File: config.mk
export PLATFORM = sky130hd
export DESIGN_NAME = lc3_controller
export DESIGN_NICKNAME = d
export VERILOG_FILES = /design/src/rtl/lc3_controller.sv
export SDC_FILE = /design/constraint.sdc
export NUM_CORES = 1
export LEC_CHECK = 0
export CAP_MARGIN = 5
export CORE_ASPECT_RATIO = 0.8
export CORE_UTILIZATION = 40
export CTS_CLUSTER_DIAMETER = 100
export DETAILED_ROUTE_END_ITERATION = 10
export PLACE_DENSITY_LB_ADDON = 0.2
export SLEW_MARGIN = 20
export SYNTH_ARGS = -nofsm -noshare
export SYNTH_HDL_FRONTEND = slang
export SYNTH_SLANG_ARGS = --single-unit
File: constraint.sdc
create_clock -name clk -period 3.5 [get_ports clk]
set_input_delay 1.05 -clock clk [delete_from_list [all_inputs] [get_ports clk]]
set_output_delay 1.05 -clock clk [all_outputs]
set_load 0.05 [all_outputs]
File: src/rtl/lc3_controller.sv
// lc3_controller
//   Central sequencing FSM for the LC-3 core. Each instruction moves through
//   fetch, decode, execute, optional memory access, writeback and PC update.
//
//   Ports:
//     clk, reset           core clock; synchronous active-high reset
//     complete_instr       instruction memory returned instr_dout
//     complete_data        data memory access finished
//     instr_dout[15:0]     instruction word from memory
//     psr[2:0]             condition codes {N,Z,P}
//     state                current controller state (shared enum)
//     enable_*             per-stage enables (one-hot with the stage states)
//     mem_state[1:0]       0=read, 1=write, 2=indirect-address read, 3=idle
//     branch_taken         registered PC-redirect decision for fetch

package lc3_pkg;
    typedef enum logic [2:0] {
        CNTRL_FETCH       = 3'd0,
        CNTRL_DECODE      = 3'd1,
        CNTRL_EXECUTE     = 3'd2,
        CNTRL_WRITEBACK   = 3'd3,
        CNTRL_UPDATE_PC   = 3'd4,
        CNTRL_READ_MEM    = 3'd5,
        CNTRL_WRITE_MEM   = 3'd6,
        CNTRL_IND_ADDR_RD = 3'd7
    } cntrl_state_t;
endpackage

module lc3_controller
    import lc3_pkg::*;
(
    input  logic         clk,
    input  logic         reset,
    input  logic         complete_instr,
    input  logic         complete_data,
    input  logic [15:0]  instr_dout,
    input  logic [2:0]   psr,
    output cntrl_state_t state,
    output logic         enable_fetch,
    output logic         enable_decode,
    output logic         enable_execute,
    output logic         enable_writeback,
    output logic         enable_update_pc,
    output logic [1:0]   mem_state,
    output logic         branch_taken
);

    localparam logic [3:0] OP_BR  = 4'b0000;
    localparam logic [3:0] OP_ADD = 4'b0001;
    localparam logic [3:0] OP_LD  = 4'b0010;
    localparam logic [3:0] OP_ST  = 4'b0011;
    localparam logic [3:0] OP_AND = 4'b0101;
    localparam logic [3:0] OP_LDR = 4'b0110;
    localparam logic [3:0] OP_STR = 4'b0111;
    localparam logic [3:0] OP_NOT = 4'b1001;
    localparam logic [3:0] OP_LDI = 4'b1010;
    localparam logic [3:0] OP_STI = 4'b1011;
    localparam logic [3:0] OP_JMP = 4'b1100;
    localparam logic [3:0] OP_LEA = 4'b1110;

    logic [15:0]  ir;
    logic [3:0]   opcode;
    cntrl_state_t next_state;
    logic         branch_next;

    // Operand fields below the BR condition bits are consumed by the
    // datapath stages, not by the sequencer.
    logic         ir_operand_unused;

    assign opcode            = ir[15:12];
    assign ir_operand_unused = ^ir[8:0];

    // Next-state and branch decision
    always_comb begin
        next_state  = state;
        branch_next = 1'b0;

        case (opcode)
            OP_BR:   branch_next = |(ir[11:9] & psr);
            OP_JMP:  branch_next = 1'b1;
            default: branch_next = 1'b0;
        endcase

        case (state)
            CNTRL_FETCH: begin
                if (complete_instr)
                    next_state = CNTRL_DECODE;
            end
            CNTRL_DECODE: next_state = CNTRL_EXECUTE;
            CNTRL_EXECUTE: begin
                case (opcode)
                    OP_ADD, OP_AND, OP_NOT, OP_LEA: next_state = CNTRL_WRITEBACK;
                    OP_LD, OP_LDR:                  next_state = CNTRL_READ_MEM;
                    OP_LDI, OP_STI:                 next_state = CNTRL_IND_ADDR_RD;
                    OP_ST, OP_STR:                  next_state = CNTRL_WRITE_MEM;
                    // BR, JMP, and RTI/TRAP/reserved (treated as NOP)
                    default:                        next_state = CNTRL_UPDATE_PC;
                endcase
            end
            CNTRL_READ_MEM: begin
                if (complete_data)
                    next_state = CNTRL_WRITEBACK;
            end
            CNTRL_IND_ADDR_RD: begin
                if (complete_data)
                    next_state = (opcode == OP_STI) ? CNTRL_WRITE_MEM : CNTRL_READ_MEM;
            end
            CNTRL_WRITE_MEM: begin
                if (complete_data)
                    next_state = CNTRL_UPDATE_PC;
            end
            CNTRL_WRITEBACK: next_state = CNTRL_UPDATE_PC;
            CNTRL_UPDATE_PC: next_state = CNTRL_FETCH;
            default:         next_state = CNTRL_FETCH;
        endcase
    end

    // Moore outputs
    always_comb begin
        enable_fetch     = 1'b0;
        enable_decode    = 1'b0;
        enable_execute   = 1'b0;
        enable_writeback = 1'b0;
        enable_update_pc = 1'b0;
        mem_state        = 2'd3;

        case (state)
            CNTRL_FETCH:       enable_fetch     = 1'b1;
            CNTRL_DECODE:      enable_decode    = 1'b1;
            CNTRL_EXECUTE:     enable_execute   = 1'b1;
            CNTRL_WRITEBACK:   enable_writeback = 1'b1;
            CNTRL_UPDATE_PC:   enable_update_pc = 1'b1;
            CNTRL_READ_MEM:    mem_state        = 2'd0;
            CNTRL_WRITE_MEM:   mem_state        = 2'd1;
            CNTRL_IND_ADDR_RD: mem_state        = 2'd2;
            default:           mem_state        = 2'd3;
        endcase
    end

    always_ff @(posedge clk) begin
        if (reset) begin
            state        <= CNTRL_FETCH;
            ir           <= '0;
            branch_taken <= 1'b0;
        end else begin
            state <= next_state;

            if (state == CNTRL_FETCH && complete_instr)
                ir <= instr_dout;

            // psr is only looked at on EXECUTE exit; the decision then holds
            // through UPDATE_PC and is dropped as the next fetch begins.
            if (state == CNTRL_EXECUTE)
                branch_taken <= branch_next;
            else if (next_state == CNTRL_FETCH)
                branch_taken <= 1'b0;
        end
    end

endmodule

Yosys cells after proc, flatten, opt, wreduce, memory -nomap -nowiden:

Memories as Yosys holds them, arrays and structs flattened. A register that Yosys moved wholly into a read port is not among the register bits.
Cells that the tools add are included.

* bits in latches: 0
* input port bits: 23
* register bits: 20
* ROM bits: 48
* word-level logic and storage cells: 37
* memories: 1
* memory bits (writable): 0
* output and inout bits: 11

* $mul: 0
* $lt $le $gt $ge: 0
* bitwise operators: 1
* eq/ne operators: 9
* add/sub/neg operators: 0
* div/mod/pow operators: 0
* shift operators: 0
* reduce and logical (&&, ||, !) cells: 6
* mux-type cells: 17

Memories
* (no name shown): words 16, width 3, read ports 1, clocked after Yosys merged registers in 1, wr ports 0, line 91 `case (opcode)`

Operators with widths (count)
* 3-bit one-hot mux with 8 select lines: 1
* 3-bit == test, second input constant: 4
* 3-bit two-way mux: 4
* 4-bit == test, second input constant: 2
* 4-bit two-way mux: 2
* 1-bit two-way mux: 7
* 3-bit by 2-bit == test with 1-bit output, second input constant: 2
* 3-bit logical NOT: 2
* 2-bit one-hot mux with 3 select lines: 1
* 4-bit logical NOT: 1
* 3-bit bitwise AND: 1
* 3-bit by 1-bit == test with 1-bit output, second input constant: 1
* 3-bit OR reduction: 1
* 2-bit two-way mux: 1
* 1-bit one-hot mux with 2 select lines: 1
* 2-bit nonzero test: 1
* 1-bit logical AND: 1

Depth between registers and ports, before layout:

* word-level depth: 7
* mapped depth: 6
* depth with buffers taken out: 5

Worst setup path after synthesis:

OpenSTA, ideal clock, no wires.

* path kind: reg-to-output
* start: reg state[0]
* end: out enable_writeback
* arrival time: 2.287 ns
* buffers on the path: 1
* path slack: 0.163 ns
* data required time: 2.450 ns
* stages on the path, launching flop included: 4
* cells stage by stage: dfxtp_1 clkbuf_1 inv_1 nor3b_1

* cells in the longest elaborated chain, start to end: 2

RTL lines
* start, declared: line 38 `output cntrl_state_t state,`
* start signal, assigned: line 146 `state <= next_state;`
* 3-bit by 2-bit == test with 1-bit output: line 127 `case (state)`
* 1-bit two-way mux: line 127
* end, declared: line 42 `output logic enable_writeback,`

Every way passes these cells.

Worst setup path after layout:

Same ends and word-level chain as after synthesis.

==> parameters.txt <==
Parameter                              Value

Global routing
  Total global routing overflow ... 0
  Number of global-route vias before repair ... 663
  Number of antenna violations at the first check in global routing ... 0
  Largest net degree at the start of global routing ... 16
  Global-route wire length before repair ... roughly 2900 um
  GRT Util Overall ... about a fifth

Critical path
  Sort of element at the end of the critical path ... primary output
  Highest net fanout along the worst path ... 13
  Worst path arrival time ... around 2100 ps
  Launching element type of the critical path ... register
  Data required time of the worst path ... about 2500 ps
  Buffers and inverters on the worst path ... 2
  Cell-by-cell listing of the critical path ... inv_1 -> nor3b_1 -> clkdlybuf4s50_1
  Cell type group with the largest total delay on the critical path ... buffers and inverters
  WS Path Type ... register to primary output
  Largest stage delay on the critical path ... between 800 and 900 ps
  Slowest cell on the critical path ... sky130_fd_sc_hd__clkdlybuf4s50_1

Floorplanning
  Count of boundary I/O pins ... 34
  Site row count ... 13
  Core Box Area ... between 0.0015 and 0.002 mm2
  Overall die area ... around 0.0021 mm2
  Floorplan die width ... roughly 51 um
  Initial standard-cell utilization of the core ... 44.8%
  Die height ... between 40 and 50 um

Clocking
  Post-CTS Setup Repair Bufs ... 0
  Cts hold-fix bufs ... 0
  Register clock-pin slew on the reported worst setup and hold paths ... ~80 ps
  CTS tree ... done
  Gates resized, CTS repair ... 0
  Root buffer selected by CTS ... sky130_fd_sc_hd__clkbuf_4
  Max Buffers Root-to-Sink ... 2
  CTS buffer count ... 3
  Clock latency at the later pin of the worst-skew pair ... around 270 ps
  Clock sink total ... 14
  Level count of the clock H-tree ... 1

Power
  Switching share of power ... a little over a third
  Largest voltage drop on the vdd net ... ~340 uV
  Int Pwr ... approximately 0.00029 W
  Static leakage ... 0.381 nW
  Portion of total power attributed to sequential cells ... a little over two fifths
  Reported net switching power ... roughly 0.00016 W
  Power density of the placed cells ... around 420 mW/mm2
  Combinational group share of total power ... between 30% and 40%
  Clk pwr share ... about a fifth

Drt
  Antenna-violating nets left ... 0
  Count of routing violations after the opening detailed-route iteration ... 15
  Overall via count from detail_route ... a little over 700
  Routed length per placed instance ... 12.7 um
  DRC violation count after routing ... 0
  Post-detailed-routing wire length ... 1770 um
  Via density per instance ... approximately 5.2
  Drt first pass iters ... 4

Outcome
  Result of the run ... complete, no violations

Layout
  Number of diodes added for antenna fixing ... 0
  Fraction of layout cells with a size suffix above 1 ... 7.69%
  Total Nets Final ... roughly 140
  Combined flip-flop and latch cell area ... roughly 280 um2
  Core occupancy in the finished layout ... roughly three fifths
  Syn-to-layout area delta ... 37.7%
  Fillers ... between 150 and 200
  Area of the multi-input gates ... 460 um2

STA
  Minimum clock period ... around 3200 ps
  Count of endpoints failing setup in the final report ... 0
  Hold violation count in the final report ... 0
  Total Negative Setup Slacks ... 0 ps
  Slew at the pin closest to its max-slew limit ... around 500 ps
  Worst max-slew margin expressed relative to the limit ... around 67%
  Clock skew ... between 2 and 3 ps
  Setup repair after global routing missed its margin ... false
  Setup WS post-layout ... about 350 ps
  Maximum operating frequency ... 317 MHz
  Final clock period utilization by the worst path ... roughly nine tenths
  Final max-slew violation count ... 0

Yosys
  Count of yosys warnings during synthesis ... 0
  Number of distinct library cell variants in the gate-level netlist after synthesis ... 28
  Seq/Total Area, Yosys ... 36.2%
  Number of nets produced by synthesis ... 118
  Synth Register Bits ... 14
  Avg Synthesized Cell Area ... 8.31 um2
  Count of mapped cells out of synthesis ... between 90 and 100
  Mapped Area ... 773 um2

Placed design
  Final GP Congestion ... between 0.7 and 0.8
  Number of buffers added on ports ... 24
  Setup slack after placement ... ~410 ps
  Estimated wirelength of the detail-placed design ... 1310 um

Hold path
  Kind of path behind the tightest hold check ... register to register

Job
  Number of max-cap violations ... 0
cell families (layout without fill, tap and decap cells):
logic type / after synthesis / after routing / share of synthesized area [%]
AO/OA/AOI/OAI: 24 / 24 / 19.6
XOR/XNOR: 1 / 1 / 1.13
flip-flops: 14 / 14 / 36.2
AND/OR/NAND/NOR: 35 / 35 / 23.8
buffers and inverters: 9 / 33 / 5.02
adder cells (fa/ha/maj): 2 / 2 / 3.24
multiplexers: 8 / 8 / 11.0
worst paths after layout:
kind	end	cells past startpoint	start	slack [ps]
max	enable_writeback	3	state[0]	350
min reg2reg	ir[11]	2	ir[11]	460
min	ir[11]	2	ir[11]	460
max reg2reg	register	6	state[2]	1380
tightest hold or removal path, cell delays in order, from the launching register on:
cell and delay, ps:
sky130_fd_sc_hd__dfxtp_1 320, sky130_fd_sc_hd__nand2_1 50, sky130_fd_sc_hd__a21oi_1 50
cells in the mapped netlist:
library cell	number	area, um2
sky130_fd_sc_hd__dfxtp_1	14	280
sky130_fd_sc_hd__nand2_1	14	52.6
sky130_fd_sc_hd__a21oi_1	11	55.1
sky130_fd_sc_hd__mux2i_1	7	70.1
sky130_fd_sc_hd__nand2b_1	7	43.8
sky130_fd_sc_hd__clkbuf_1	4	15.0
sky130_fd_sc_hd__o21ai_0	4	20.0
sky130_fd_sc_hd__inv_1	3	11.3
sky130_fd_sc_hd__nor2_1	3	11.3
sky130_fd_sc_hd__nor3b_1	3	22.5
sky130_fd_sc_hd__a211oi_1	2	15.0
sky130_fd_sc_hd__a22oi_1	2	15.0
sky130_fd_sc_hd__ha_1	2	25.0
sky130_fd_sc_hd__nand3_1	2	10.0
sky130_fd_sc_hd__nor3_1	2	10.0
sky130_fd_sc_hd__a211o_1	1	8.76
sky130_fd_sc_hd__a222oi_1	1	10.0
sky130_fd_sc_hd__buf_4	1	7.51
sky130_fd_sc_hd__clkbuf_2	1	5.00
sky130_fd_sc_hd__mux2_4	1	15.0
sky130_fd_sc_hd__nand4b_1	1	8.76
sky130_fd_sc_hd__nor4b_1	1	8.76
sky130_fd_sc_hd__o21a_1	1	7.51
sky130_fd_sc_hd__o21bai_1	1	7.51
sky130_fd_sc_hd__o22ai_2	1	12.5
sky130_fd_sc_hd__or3_1	1	6.26
sky130_fd_sc_hd__or4b_1	1	10.0
sky130_fd_sc_hd__xor2_1	1	8.76
placed cells by master, fill, tap and decap left out:
cell type | Yosys | final
sky130_fd_sc_hd__clkdlybuf4s50_1 | 0 | 24
sky130_fd_sc_hd__nand2_1 | 14 | 14
sky130_fd_sc_hd__dfxtp_1 | 14 | 14
sky130_fd_sc_hd__a21oi_1 | 11 | 11
sky130_fd_sc_hd__nand2b_1 | 7 | 7
sky130_fd_sc_hd__mux2i_1 | 7 | 7
sky130_fd_sc_hd__o21ai_0 | 4 | 4
sky130_fd_sc_hd__inv_1 | 3 | 3
sky130_fd_sc_hd__nor3b_1 | 3 | 3
sky130_fd_sc_hd__nor2_1 | 3 | 3
sky130_fd_sc_hd__clkbuf_4 | 0 | 3
sky130_fd_sc_hd__buf_4 | 1 | 3
sky130_fd_sc_hd__nor3_1 | 2 | 2
sky130_fd_sc_hd__nand3_1 | 2 | 2
sky130_fd_sc_hd__a22oi_1 | 2 | 2
sky130_fd_sc_hd__a211oi_1 | 2 | 2
sky130_fd_sc_hd__ha_1 | 2 | 2
sky130_fd_sc_hd__nor4b_2 | 0 | 1
sky130_fd_sc_hd__or4b_1 | 1 | 1
sky130_fd_sc_hd__mux2_4 | 1 | 1
sky130_fd_sc_hd__o22ai_2 | 1 | 1
sky130_fd_sc_hd__xor2_1 | 1 | 1
sky130_fd_sc_hd__nand4b_1 | 1 | 1
sky130_fd_sc_hd__o21bai_1 | 1 | 1
sky130_fd_sc_hd__a222oi_1 | 1 | 1
sky130_fd_sc_hd__or3_1 | 1 | 1
sky130_fd_sc_hd__a211o_1 | 1 | 1
sky130_fd_sc_hd__o21a_1 | 1 | 1
power groups by stage:
stage               Sequential (W)  Combinational [W]  Clock (W)
global route              0.000197           0.000181   0.000101
CTS                       0.000194           0.000168  0.0000917
global placement          0.000198           0.000163          0
detailed placement        0.000198           0.000168          0
finish                    0.000194           0.000168  0.0000905
floorplan                 0.000207           0.000100          0
layout make-up:
class	count	share of cell area, %
inverter	3	1.06
tap	22	2.59
timing repair buffer	27	24.7
multi-input combinational	70	43.2
sequential	14	26.3
clock buffer	3	2.12
through the flow:
step                cell area [um2]  cells  hold WS (ps)  power [W]
global placement               1040    136           443   0.000361
detailed placement             1040    136           448   0.000365
global route                   1060    139           499   0.000479
CTS                            1060    139           459   0.000454
finish                         1060    139           460   0.000452
floorplan                       773     93           436   0.000308
metal layers:
metal  vias up  wire length (um)  part of all wire, %  track usage, %
met5         -                 0                    0               0
met1       323               929                   52            23.1
met2        18               748                   42            35.2
met4         0                12                 0.68            6.25
met3         2                80                  4.5            6.52
li1        380                 -                    -               -
(Power assumes the default switching activity.)
